===== config.mk =====
export PLATFORM = sky130hd
export DESIGN_NAME = wb_master_arbiter
export DESIGN_NICKNAME = d
export VERILOG_FILES = /design/src/rtl/wb_master_arbiter.sv
export SDC_FILE = /design/constraint.sdc
export NUM_CORES = 1
export LEC_CHECK = 0
export CORE_MARGIN = 2
export CORE_UTILIZATION = 30
export CTS_CLUSTER_SIZE = 25
export DETAILED_ROUTE_END_ITERATION = 8
export DONT_BUFFER_PORTS = 1
export PLACE_DENSITY = 0.54
export SETUP_SLACK_MARGIN = 0.3
export SLEW_MARGIN = 20
export SYNTH_ARGS = -nofsm -noshare
export SYNTH_HDL_FRONTEND = slang
export SYNTH_SLANG_ARGS = --single-unit

===== constraint.sdc =====
create_clock -name wb_clk -period 6.9 [get_ports wb_clk]
set_input_delay 2.07 -clock wb_clk [delete_from_list [all_inputs] [get_ports wb_clk]]
set_output_delay 2.07 -clock wb_clk [all_outputs]
set_load 0.005 [all_outputs]

===== src/rtl/wb_master_arbiter.sv =====
// Two-requester Wishbone classic master with alternating arbitration and a per-transfer bus timeout.
// Latency: a start sampled at edge T raises wb_cyc_o after edge T+1 when the bus is idle; two cyc-low cycles separate transfers.
// Backpressure: one outstanding request per requester; a start is dropped while that requester's reqN_active is high.
// Ports: req0_*/req1_* carry each requester's request and result; wb_*_o drive the Wishbone master request; wb_*_i are the slave response.
module wb_master_arbiter #(
    parameter int dw      = 32,
    parameter int aw      = 32,
    parameter int TIMEOUT = 255
) (
    input  logic          wb_clk,
    input  logic          wb_rst,
    input  logic          req0_start,
    input  logic [aw-1:0] req0_address,
    input  logic [3:0]    req0_selection,
    input  logic          req0_write,
    input  logic [dw-1:0] req0_data_wr,
    output logic [dw-1:0] req0_data_rd,
    output logic          req0_active,
    output logic          req0_error,
    input  logic          req1_start,
    input  logic [aw-1:0] req1_address,
    input  logic [3:0]    req1_selection,
    input  logic          req1_write,
    input  logic [dw-1:0] req1_data_wr,
    output logic [dw-1:0] req1_data_rd,
    output logic          req1_active,
    output logic          req1_error,
    output logic [aw-1:0] wb_adr_o,
    output logic [dw-1:0] wb_dat_o,
    output logic [3:0]    wb_sel_o,
    output logic          wb_we_o,
    output logic          wb_cyc_o,
    output logic          wb_stb_o,
    input  logic [dw-1:0] wb_dat_i,
    input  logic          wb_ack_i,
    input  logic          wb_err_i
);

    localparam logic [1:0] S_IDLE = 2'd0;
    localparam logic [1:0] S_BUS  = 2'd1;
    localparam logic [1:0] S_DONE = 2'd2;
    localparam logic [7:0] TMO    = 8'(TIMEOUT);

    // Per-requester views of the request ports so both sides share one code path.
    logic          start  [2];
    logic [aw-1:0] in_adr [2];
    logic [3:0]    in_sel [2];
    logic          in_we  [2];
    logic [dw-1:0] in_dat [2];

    assign start[0]  = req0_start;
    assign start[1]  = req1_start;
    assign in_adr[0] = req0_address;
    assign in_adr[1] = req1_address;
    assign in_sel[0] = req0_selection;
    assign in_sel[1] = req1_selection;
    assign in_we[0]  = req0_write;
    assign in_we[1]  = req1_write;
    assign in_dat[0] = req0_data_wr;
    assign in_dat[1] = req1_data_wr;

    logic [1:0]    state_q, state_d;
    logic [1:0]    pending_q, pending_d;
    logic          last_grant_q, last_grant_d;
    logic          gnt_q, gnt_d;
    logic [7:0]    cnt_q, cnt_d;
    logic [aw-1:0] hold_adr_q [2];
    logic [aw-1:0] hold_adr_d [2];
    logic [3:0]    hold_sel_q [2];
    logic [3:0]    hold_sel_d [2];
    logic [1:0]    hold_we_q, hold_we_d;
    logic [dw-1:0] hold_dat_q [2];
    logic [dw-1:0] hold_dat_d [2];
    logic [dw-1:0] data_rd_q [2];
    logic [dw-1:0] data_rd_d [2];
    logic [1:0]    error_q, error_d;
    logic          cyc_q, cyc_d;
    logic          we_q, we_d;
    logic [aw-1:0] adr_q, adr_d;
    logic [dw-1:0] dat_q, dat_d;
    logic [3:0]    sel_q, sel_d;
    logic          pick;
    logic [7:0]    cnt_inc;

    always_comb begin
        state_d      = state_q;
        pending_d    = pending_q;
        last_grant_d = last_grant_q;
        gnt_d        = gnt_q;
        cnt_d        = cnt_q;
        hold_we_d    = hold_we_q;
        error_d      = error_q;
        cyc_d        = cyc_q;
        we_d         = we_q;
        adr_d        = adr_q;
        dat_d        = dat_q;
        sel_d        = sel_q;
        // On a tie the requester not served last wins; otherwise the single pending one.
        pick         = (pending_q == 2'b11) ? ~last_grant_q : pending_q[1];
        cnt_inc      = (cnt_q == 8'hFF) ? cnt_q : cnt_q + 8'd1;

        for (int n = 0; n < 2; n++) begin
            hold_adr_d[n] = hold_adr_q[n];
            hold_sel_d[n] = hold_sel_q[n];
            hold_dat_d[n] = hold_dat_q[n];
            data_rd_d[n]  = data_rd_q[n];
            // pending doubles as the active flag, so starts during a transfer
            // (including its completion edge) are dropped here.
            if (start[n] && !pending_q[n]) begin
                hold_adr_d[n] = in_adr[n];
                hold_sel_d[n] = in_sel[n];
                hold_we_d[n]  = in_we[n];
                hold_dat_d[n] = in_dat[n];
                pending_d[n]  = 1'b1;
            end
        end

        case (state_q)
            S_IDLE: begin
                if (pending_q != 2'b00) begin
                    gnt_d        = pick;
                    last_grant_d = pick;
                    cyc_d        = 1'b1;
                    adr_d        = hold_adr_q[pick];
                    dat_d        = hold_dat_q[pick];
                    sel_d        = hold_sel_q[pick];
                    we_d         = hold_we_q[pick];
                    cnt_d        = 8'd0;
                    state_d      = S_BUS;
                end
            end
            S_BUS: begin
                cnt_d = cnt_inc;
                if (wb_err_i || wb_ack_i || (cnt_inc == TMO)) begin
                    cyc_d            = 1'b0;
                    pending_d[gnt_q] = 1'b0;
                    state_d          = S_DONE;
                    // err beats ack; no ack and no err here means the timeout fired.
                    if (wb_err_i || !wb_ack_i) begin
                        error_d[gnt_q]   = 1'b1;
                        data_rd_d[gnt_q] = '0;
                    end else begin
                        error_d[gnt_q] = 1'b0;
                        if (!we_q) begin
                            data_rd_d[gnt_q] = wb_dat_i;
                        end
                    end
                end
            end
            S_DONE: begin
                state_d = S_IDLE;
            end
            default: begin
                state_d = S_IDLE;
            end
        endcase
    end

    always_ff @(posedge wb_clk) begin
        if (wb_rst) begin
            state_q      <= S_IDLE;
            pending_q    <= 2'b00;
            last_grant_q <= 1'b1;
            gnt_q        <= 1'b0;
            cnt_q        <= 8'd0;
            hold_we_q    <= 2'b00;
            error_q      <= 2'b00;
            cyc_q        <= 1'b0;
            we_q         <= 1'b0;
            adr_q        <= '0;
            dat_q        <= '0;
            sel_q        <= 4'd0;
            for (int n = 0; n < 2; n++) begin
                hold_adr_q[n] <= '0;
                hold_sel_q[n] <= 4'd0;
                hold_dat_q[n] <= '0;
                data_rd_q[n]  <= '0;
            end
        end else begin
            state_q      <= state_d;
            pending_q    <= pending_d;
            last_grant_q <= last_grant_d;
            gnt_q        <= gnt_d;
            cnt_q        <= cnt_d;
            hold_we_q    <= hold_we_d;
            error_q      <= error_d;
            cyc_q        <= cyc_d;
            we_q         <= we_d;
            adr_q        <= adr_d;
            dat_q        <= dat_d;
            sel_q        <= sel_d;
            for (int n = 0; n < 2; n++) begin
                hold_adr_q[n] <= hold_adr_d[n];
                hold_sel_q[n] <= hold_sel_d[n];
                hold_dat_q[n] <= hold_dat_d[n];
                data_rd_q[n]  <= data_rd_d[n];
            end
        end
    end

    assign req0_data_rd = data_rd_q[0];
    assign req1_data_rd = data_rd_q[1];
    assign req0_active  = pending_q[0];
    assign req1_active  = pending_q[1];
    assign req0_error   = error_q[0];
    assign req1_error   = error_q[1];
    assign wb_adr_o     = adr_q;
    assign wb_dat_o     = dat_q;
    assign wb_sel_o     = sel_q;
    assign wb_we_o      = we_q;
    assign wb_cyc_o     = cyc_q;
    // stb follows cyc exactly, so it can never be high on its own.
    assign wb_stb_o     = cyc_q;

endmodule


==> out/summary.txt, run 1 <==
Syn Nets: 1259
CTS-repair resized insts: 0
CP bufs+invs: 1
Worst-Margin Slew: 870 ps
WP data required: 7320 ps
Worst Clk Skew: 16.4 ps
Max Slew Vio Count: 0
Grt ovf: 0
Worst EP arrival: 3630 ps
Critical Path Fanout Max: 54
FF+latch count, synth: 288
RSZ-0062 raised after global routing: no
Rows: 74
Total CTS buffers: 35
Pwr per Cell Area: 315 nW/um^2
Area occupied by multi-input gates: 4830 sq um
Area Overhead vs Synth: 12.9%
Synth Instances: 1082
Reg clk slew, reported paths: 60 ps
Post-synthesis cell area: 12600 sq um
Tcrit/Tclk final: 0.466
Top FF cell, synth: dfxtp_1
Port buffer count: 0
Die span in y: 209 microns
Finish-stage setup viols: 0
Max frequency: 311 MHz
Vias: 7915
Critical-path cell with the highest stage delay: a21oi_4
Unique masters post-synth: 54
Synth area leader: edfxtp_1
Initial antenna violation count: 22
GR Util All Layers: 0.143
Final wirelength: 31400 microns
Leak: 4.87 nW
Crit path time final: 3220 ps
Crit start category: input port
First-pass GRT wire length: 48100 microns
CTS root buf: clkbuf_16
Hold buffer count at CTS: 0
Setup TNS Final: 0 ps
Initial DRC Count: 413
Synth async-reset ratio: 0
Slew HR: 0.420
Storage cell area: 7130 sq um
EDFF count, synth: 136
Delay-heaviest family, CP: compound AO/OA/AOI/OAI gates
Worst VDD drop: 0.218 mV
Crit end category: flop
# fillers: 4104
Synth area leaders: edfxtp_1, dfxtp_1, o311ai_2
Vias in the first global route: 7942
IO Pins: 315
Worst path cell trace: nand2b_1, a21oi_4, buf_4, and2_1
Util after Layout: 0.345
Syn. warnings: 0
Avg Cell Area, Syn: 11.6 sq um
Postcts setup bufs: 0
Clk sinks: 288
1st-pass router iterations: 4
Final hold violations: 0
Routability cong.: 0.768
CP Class: input port to flop
Seq/Total Area, Yosys: 0.567
Starting Density: 0.306
Routed wire per std cell: 19.4 microns
Largest net degree at the start of global routing: 222
Crit path setup slack, layout: 3680 ps
Share of cells above drive strength 1: 0.138
CTS Buffer Depth: 3
Core area: 41100 sq um
Outcome: finished, final reports clean
H-Tree Depth: 2
HP Class: flop to flop
Drt via density: 4.90
Final ANT Viol Nets: 0
Pre-CTS setup slack: 3070 ps
Share of the synthesized area in the top cell type: 0.325
Nets: 1220
Clk_lat worst skew: 550 ps
Die Footprint: 43500 sq um
DRC: 0
CTS tree: yes
HPWL after detailed placement: 20400 microns
Max Cap Violations: 0
Max stage delay on crit path: 660 ps
Horiz. Die Dim: 209 microns
[through the flow]
step / instance area, sq um / total power [W] / hold WS, ps / cells
floorplan: 12600 / 0.00254 / 430 / 1082
global placement: 13000 / 0.00264 / 508 / 1538
detailed placement: 13000 / 0.00266 / 505 / 1538
CTS: 14100 / 0.00455 / 516 / 1602
global route: 14200 / 0.00468 / 542 / 1608
finish: 14200 / 0.00447 / 514 / 1614
[report_power, final]
part / leakage, nW / total [W] / internal [W] / switching, W
combinational: 1.58 / 0.000457 / 0.000200 / 0.000257
clock: 0.571 / 0.00186 / 0.00111 / 0.000754
sequential: 2.71 / 0.00215 / 0.00200 / 0.000148
[flip-flops by register name (all words and copies together), names as in the netlist, 2 cells and up, named ones only]
| name | cells |
|---|---|
| cnt_q | 8 |
| hold_sel_q | 8 |
| state_q | 2 |
| wb_sel_o | 4 |
| hold_dat_q | 64 |
| hold_we_q | 2 |
| data_rd_q | 64 |
| wb_adr_o | 32 |
| pending_q | 2 |
| hold_adr_q | 64 |
| wb_dat_o | 32 |
[cells in the mapped netlist, drive strengths merged (7+ instances only)]
cell / n
dfxtp: 152
and2: 139
edfxtp: 136
nor2: 87
mux2i: 74
a211oi: 72
nand3: 68
inv: 66
o311ai: 64
clkbuf: 63
nand3b: 33
or3: 33
buf: 28
nand2b: 8
o21ai: 8
a21oi: 7
[worst reg2reg max path, cell delays in order (launching register included)]
cell and delay (ps):
dfxtp_1 470, a21boi_4 220, buf_4 570, buf_4 640
mux2i_1 420, a211oi_1 120
[metal layers]
metal | up-vias | wire (microns) | share of wire | global-route usage
met2 | 279 | 14300 | 0.46 | 0.228
met5 | - | 116 | 0.0037 | 0
li1 | 3862 | - | - | -
met4 | 20 | 717 | 0.023 | 0.0466
met1 | 3687 | 12400 | 0.40 | 0.162
met3 | 67 | 3860 | 0.12 | 0.0797
[cells by family (layout without fill, tap and decap cells)]
kind of cell | count (synthesis) | in the layout | share of synthesized area
flip-flops | 288 | 288 | 0.567
buffers and inverters | 157 | 145 | 0.0528
AND/OR/NAND/NOR | 393 | 393 | 0.176
multiplexers | 74 | 74 | 0.0590
adder cells (fa/ha/maj) | 1 | 1 | 0.000996
other | 0 | 12 | 0
AO/OA/AOI/OAI | 169 | 169 | 0.144
[layout by cell type (no fill, tap or decap), types with 8 or more instances in the layout]
cell type  instances
dfxtp_1          152
and2_1           138
edfxtp_1         136
nor2_1            84
mux2i_1           74
a211oi_1          70
nand3_1           68
inv_1             66
o311ai_2          58
clkbuf_16         35
nand3b_1          33
or3_1             33
buf_4             15
diode_2           12
clkbuf_1           8
[worst paths after layout]
kind | depth (start not counted) | slack (ps) | startpoint | endpoint
setup reg to reg | 5 | 4310 | pending_q[1]$_SDFF_PP0_ | wb_adr_o[30]$_SDFFE_PP0P_
hold / removal | 2 | 510 | hold_we_q[0]$_SDFFE_PP0P_ | hold_we_q[0]$_SDFFE_PP0P_
setup / recovery | 4 | 3680 | req0_start | hold_dat_q[1][23]$_SDFFCE_PN0P_
hold reg to reg | 2 | 510 | hold_we_q[0]$_SDFFE_PP0P_ | hold_we_q[0]$_SDFFE_PP0P_
[layout make-up]
| type | count | share of cell area |
|---|---|---|
| antenna | 12 | 0.00212 |
| clock buffer | 47 | 0.0678 |
| clock inverter | 17 | 0.0142 |
| inverter | 66 | 0.0175 |
| multi-input combinational | 637 | 0.341 |
| sequential | 288 | 0.503 |
| tap | 532 | 0.0470 |
| timing repair buffer | 15 | 0.00794 |
No activity file was read; power rests on OpenSTA's default activity.
==> inputs of run 2 (changes only) <==
PLACE_DENSITY = 0.55   (was 0.54)
clock period = 2.64 ns   (was 6.9 ns; I/O delays follow)
==> out/summary.txt, run 2 (synthesis gave the netlist of run 1 again) <==
Max frequency: 473 MHz
H-Tree Depth: 2
Routability cong.: 0.746
Max Slew Vio Count: 0
1st-pass router iterations: 4
DRC: 0
Final ANT Viol Nets: 0
Finish-stage setup viols: 0
Busiest layer in global routing: met2
Horiz. Die Dim: 209 microns
CTS tree: yes
Reg clk slew, reported paths: 60 ps
Critical Path Fanout Max: 32
WP data required: 3040 ps
Crit start category: flop
Tcrit/Tclk final: 0.800
HPWL after detailed placement: 21200 microns
Rows: 74
Core area: 41100 sq um
Slew HR: 0.526
Worst EP arrival: 2510 ps
Clk sinks: 288
Crit path time final: 2110 ps
Share of cells above drive strength 1: 0.147
Vias in the first global route: 8056
Initial DRC Count: 371
Leak: 4.97 nW
Die span in y: 209 microns
# fillers: 4078
Initial antenna violation count: 13
Outcome: finished, final reports clean
Nets: 1232
Hold buffer count at CTS: 0
Area occupied by multi-input gates: 4830 sq um
CTS Buffer Depth: 3
Port buffer count: 0
Pwr per Cell Area: 815 nW/um^2
RSZ-0062 raised after global routing: no
Die Footprint: 43500 sq um
Vias: 8043
Largest regs: data_rd_q (64), hold_adr_q (64), hold_dat_q (64)
Final wirelength: 32000 microns
Crit end category: flop
DP Cell Count: 1549
GRT met1 Usage: 0.163
IO Pins: 315
CTS-repair resized insts: 0
Worst VDD drop: 0.595 mV
Total CTS buffers: 36
First-pass GRT wire length: 48200 microns
Worst Clk Skew: 22.4 ps
HP Class: input port to flop
Non-filler cells, final: 1618
Max Cap Violations: 0
CTS root buf: clkbuf_16
Final hold violations: 0
Grt ovf: 0
Most common cell after layout, fill and taps aside: dfxtp_1
Met2 Track Usage GR: 0.227
Routed wire per std cell: 19.8 microns
GR Util All Layers: 0.143
Drt via density: 4.97
Worst-Margin Slew: 710 ps
Setup TNS Final: 0 ps
Most frequent cells in the layout: dfxtp_1, and2_1, edfxtp_1
Starting Density: 0.306
Area Overhead vs Synth: 14.6%
Clk_lat worst skew: 550 ps
Routing usage on met3: 0.0777
Postcts setup bufs: 0
CP Class: flop to flop
Largest net degree at the start of global routing: 222
Storage cell area: 7130 sq um
[run 2: cell types whose count changed in the layout (fill, tap and decap cells not counted), sizes merged]
cell	delta
inv	-2
clkinvlp	+1
clkinv	-3
clkbuf	+6
buf	+11
diode	-7
bufinv	-2
[run 2: report_power, final]
group / total [W] / internal (W) / switching, W
clock: 0.00483 / 0.00288 / 0.00195
combinational: 0.00127 / 0.000579 / 0.000689
sequential: 0.00564 / 0.00523 / 0.000408
[run 2: worst paths after layout]
path	from	end	slack [ps]	cells past startpoint
hold reg to reg	hold_we_q[1]$_SDFFE_PP0P_	hold_we_q[1]$_SDFFE_PP0P_	510	2
hold / removal	req1_write	hold_we_q[1]$_SDFFE_PP0P_	400	2
setup / recovery	cnt_q[0]$_SDFFE_PP0P_	data_rd_q[0][63]$_SDFFE_PP0P_	530	7
setup reg to reg	cnt_q[0]$_SDFFE_PP0P_	data_rd_q[0][63]$_SDFFE_PP0P_	530	7
[run 2: final cells by class]
class                      instances  area share
timing repair buffer              26      0.0240
sequential                       288       0.495
clock inverter                    11     0.00878
antenna                            5    0.000869
inverter                          66      0.0172
clock buffer                      53      0.0726
tap                              532      0.0462
multi-input combinational        637       0.335
[run 2: metal layers]
metal  wire length [microns]  vias up  part of all wire
met4                     725       18             0.023
li1                        -     3867                 -
met1                   12700     3789              0.40
met2                   14400      306              0.45
met5                     108        -            0.0034
met3                    3970       63              0.12
[run 2: metrics by stage]
| stage | hold WS [ps] | utilization | area, sq um | worst slack [ps] | total power (W) |
|---|---|---|---|---|---|
| final | 405 | 0.350 | 14400 | 527 | 0.0117 |
| after global routing | 336 | 0.350 | 14400 | 332 | 0.0123 |
| after CTS | 319 | 0.350 | 14400 | 537 | 0.0119 |
| after detailed placement | 507 | 0.321 | 13200 | 547 | 0.00703 |
| after global placement | 485 | 0.321 | 13200 | 580 | 0.00699 |
| after floorplan | 430 | - | 12600 | 355 | 0.00662 |
[run 2: critical path, stage by stage, from the launching register on]
cell,delay [ps]
dfxtp_1,440
ha_1,340
nand4_1,190
nor3b_2,270
o21ai_4,130
o21ai_4,180
buf_12,260
o311ai_0,140
==> inputs of run 3 (changes only) <==
PLACE_DENSITY = 0.54   (was 0.55)
clock period = 2.2 ns   (was 2.64 ns; I/O delays follow)
==> out/summary.txt, run 3 (synthesis gave the netlist of run 1 again) <==
Slew HR: 0.418
Vias: 8094
Hold path endpoint: state_q[0]$_SDFFE_PP0P_
Max Slew Vio Count: 0
Worst hold path cell count: 1
Outcome: finished, final reports clean
CTS Buffer Depth: 3
Worst VDD drop: 0.602 mV
Worst r2r path cells: 9
First-pass GRT wire length: 49300 microns
Routed wire per std cell: 20.3 microns
HP Class: input port to flop
IO Pins: 315
CP Class: flop to flop
Grt ovf: 0
Rows: 74
Core area: 41100 sq um
Crit path setup slack, layout: 207 ps
Reg clk slew, reported paths: 60 ps
HPWL after detailed placement: 21300 microns
Reg2Reg Launch Point: cnt_q[0]$_SDFFE_PP0P_
1st-pass router iterations: 4
Initial DRC Count: 396
Die Footprint: 43500 sq um
Leak: 5.08 nW
Tcrit/Tclk final: 0.906
Crit start category: flop
Crit path time final: 1990 ps
Vias in the first global route: 8002
Switching Share: 0.267
Clk sinks: 288
Horiz. Die Dim: 209 microns
Max frequency: 502 MHz
RSZ-0062 raised after global routing: yes
Port buffer count: 0
Nets: 1248
Most common cell after layout, fill and taps aside: dfxtp_1
Max Cap Violations: 0
Critical Path Fanout Max: 8
Hold buffer count at CTS: 0
Max layer used: met5
Share of cells above drive strength 1: 0.165
Clock power frac: 0.389
Largest net degree at the start of global routing: 222
Pint: 0.0101 W
RR Endpoint: data_rd_q[0][15]$_SDFFE_PP0P_
Combinational Power Share: 0.121
WP data required: 2610 ps
Pwr per Cell Area: 935 nW/um^2
Starting Density: 0.306
Sw power: 0.00368 W
Most frequent cells in the layout: dfxtp_1, and2_1, edfxtp_1
CTS root buf: clkbuf_16
Worst-Margin Slew: 872 ps
Clk_lat worst skew: 550 ps
Final ANT Viol Nets: 0
CTS tree: yes
Final wirelength: 33200 microns
Crit end category: flop
Worst EP arrival: 2400 ps
DRC: 0
H-Tree Depth: 2
Met2 WL: 14700 microns
Sequential Power Share: 0.490
Die span in y: 209 microns
Largest regs: data_rd_q (64), hold_adr_q (64), hold_dat_q (64)
Pre-CTS setup slack: 115 ps
Routability cong.: 0.772
Met3 Wirelength: 3870 microns
Wl on met1: 13600 microns
Initial antenna violation count: 17
Setup TNS Final: 0 ps
GR Util All Layers: 0.147
Min-delay src: wb_rst
Final hold violations: 0
Reg2reg setup slack: 210 ps
Finish-stage setup viols: 0
Area Overhead vs Synth: 17.3%
Drt via density: 4.94
Total CTS buffers: 34
Worst Clk Skew: 21.4 ps
run 3: cell count changes in the layout (fill, tap and decap cells not counted), moves of 3 or more:
cell	change
buf_6	+4
buf_16	+3
diode_2	+5
o311ai_2	-13
dfxtp_2	+5
o311ai_4	+13
dfxtp_1	-6
buf_4	+6
run 3: how the worst max path moves through the flow:
stage	startpoint	endpoint	slack (ps)	cells past startpoint
after detailed placement	cnt_q[1]$_SDFFE_PP0P_	data_rd_q[0][63]$_SDFFE_PP0P_	120	7
final	cnt_q[0]$_SDFFE_PP0P_	data_rd_q[0][15]$_SDFFE_PP0P_	210	9
after global placement	cnt_q[1]$_SDFFE_PP0P_	data_rd_q[0][63]$_SDFFE_PP0P_	200	7
after CTS	cnt_q[1]$_SDFFE_PP0P_	data_rd_q[0][1]$_SDFFE_PP0P_	260	8
after floorplan	wb_rst	hold_adr_q[0][0]$_SDFFCE_PN0P_	230	4
after global routing	cnt_q[1]$_SDFFE_PP0P_	data_rd_q[0][2]$_SDFFE_PP0P_	140	9
run 3: repair_timing:
action / CTS / global route
resized for setup: 13 / 24
gates cloned: 3 / 3
endpoints found under the setup margin: 70 / 73
setup buffers: 5 / 3
pin swaps: 5 / 3
run 3: power groups by stage:
| stage | logic, W | clock network [W] | registers, W |
|---|---|---|---|
| after floorplan | 0.00128 | 0 | 0.00667 |
| after global placement | 0.00154 | 0 | 0.00687 |
| after detailed placement | 0.00159 | 0 | 0.00687 |
| after CTS | 0.00160 | 0.00553 | 0.00676 |
| after global routing | 0.00186 | 0.00575 | 0.00683 |
| final | 0.00167 | 0.00535 | 0.00675 |
run 3: critical path: stages (launching register included):
cell,delay (ps)
dfxtp_2,350
buf_4,150
and3_2,230
a31o_2,200
nand4_2,140
buf_6,160
o21ai_4,220
buf_4,170
buf_8,140
o311ai_2,80
run 3: layer usage:
metal | global-route usage | vias up
met4 | 0.0554 | 14
li1 | - | 3917
met2 | 0.224 | 299
met1 | 0.174 | 3796
met3 | 0.0772 | 68
met5 | 0 | -
run 3: layout make-up:
class	count	area, sq um
clock inverters	12	110
well taps	532	666
clock buffers	48	943
flip-flops and latches	288	7140
diodes	10	25.0
repair buffers	43	598
inverters	66	248
multi-input cells	638	5000
fillers	4039	26400
run 3: per-stage QoR:
stage / hold WS (ps) / cell area [sq um] / cells / util / total power, W
final: 205 / 14700 / 1637 / 0.358 / 0.0138
after global placement: 476 / 13300 / 1553 / 0.323 / 0.00841
after detailed placement: 485 / 13300 / 1553 / 0.323 / 0.00846
after global routing: 224 / 14700 / 1634 / 0.358 / 0.0144
after CTS: 158 / 14500 / 1621 / 0.352 / 0.0139
after floorplan: 430 / 12600 / 1082 / - / 0.00795
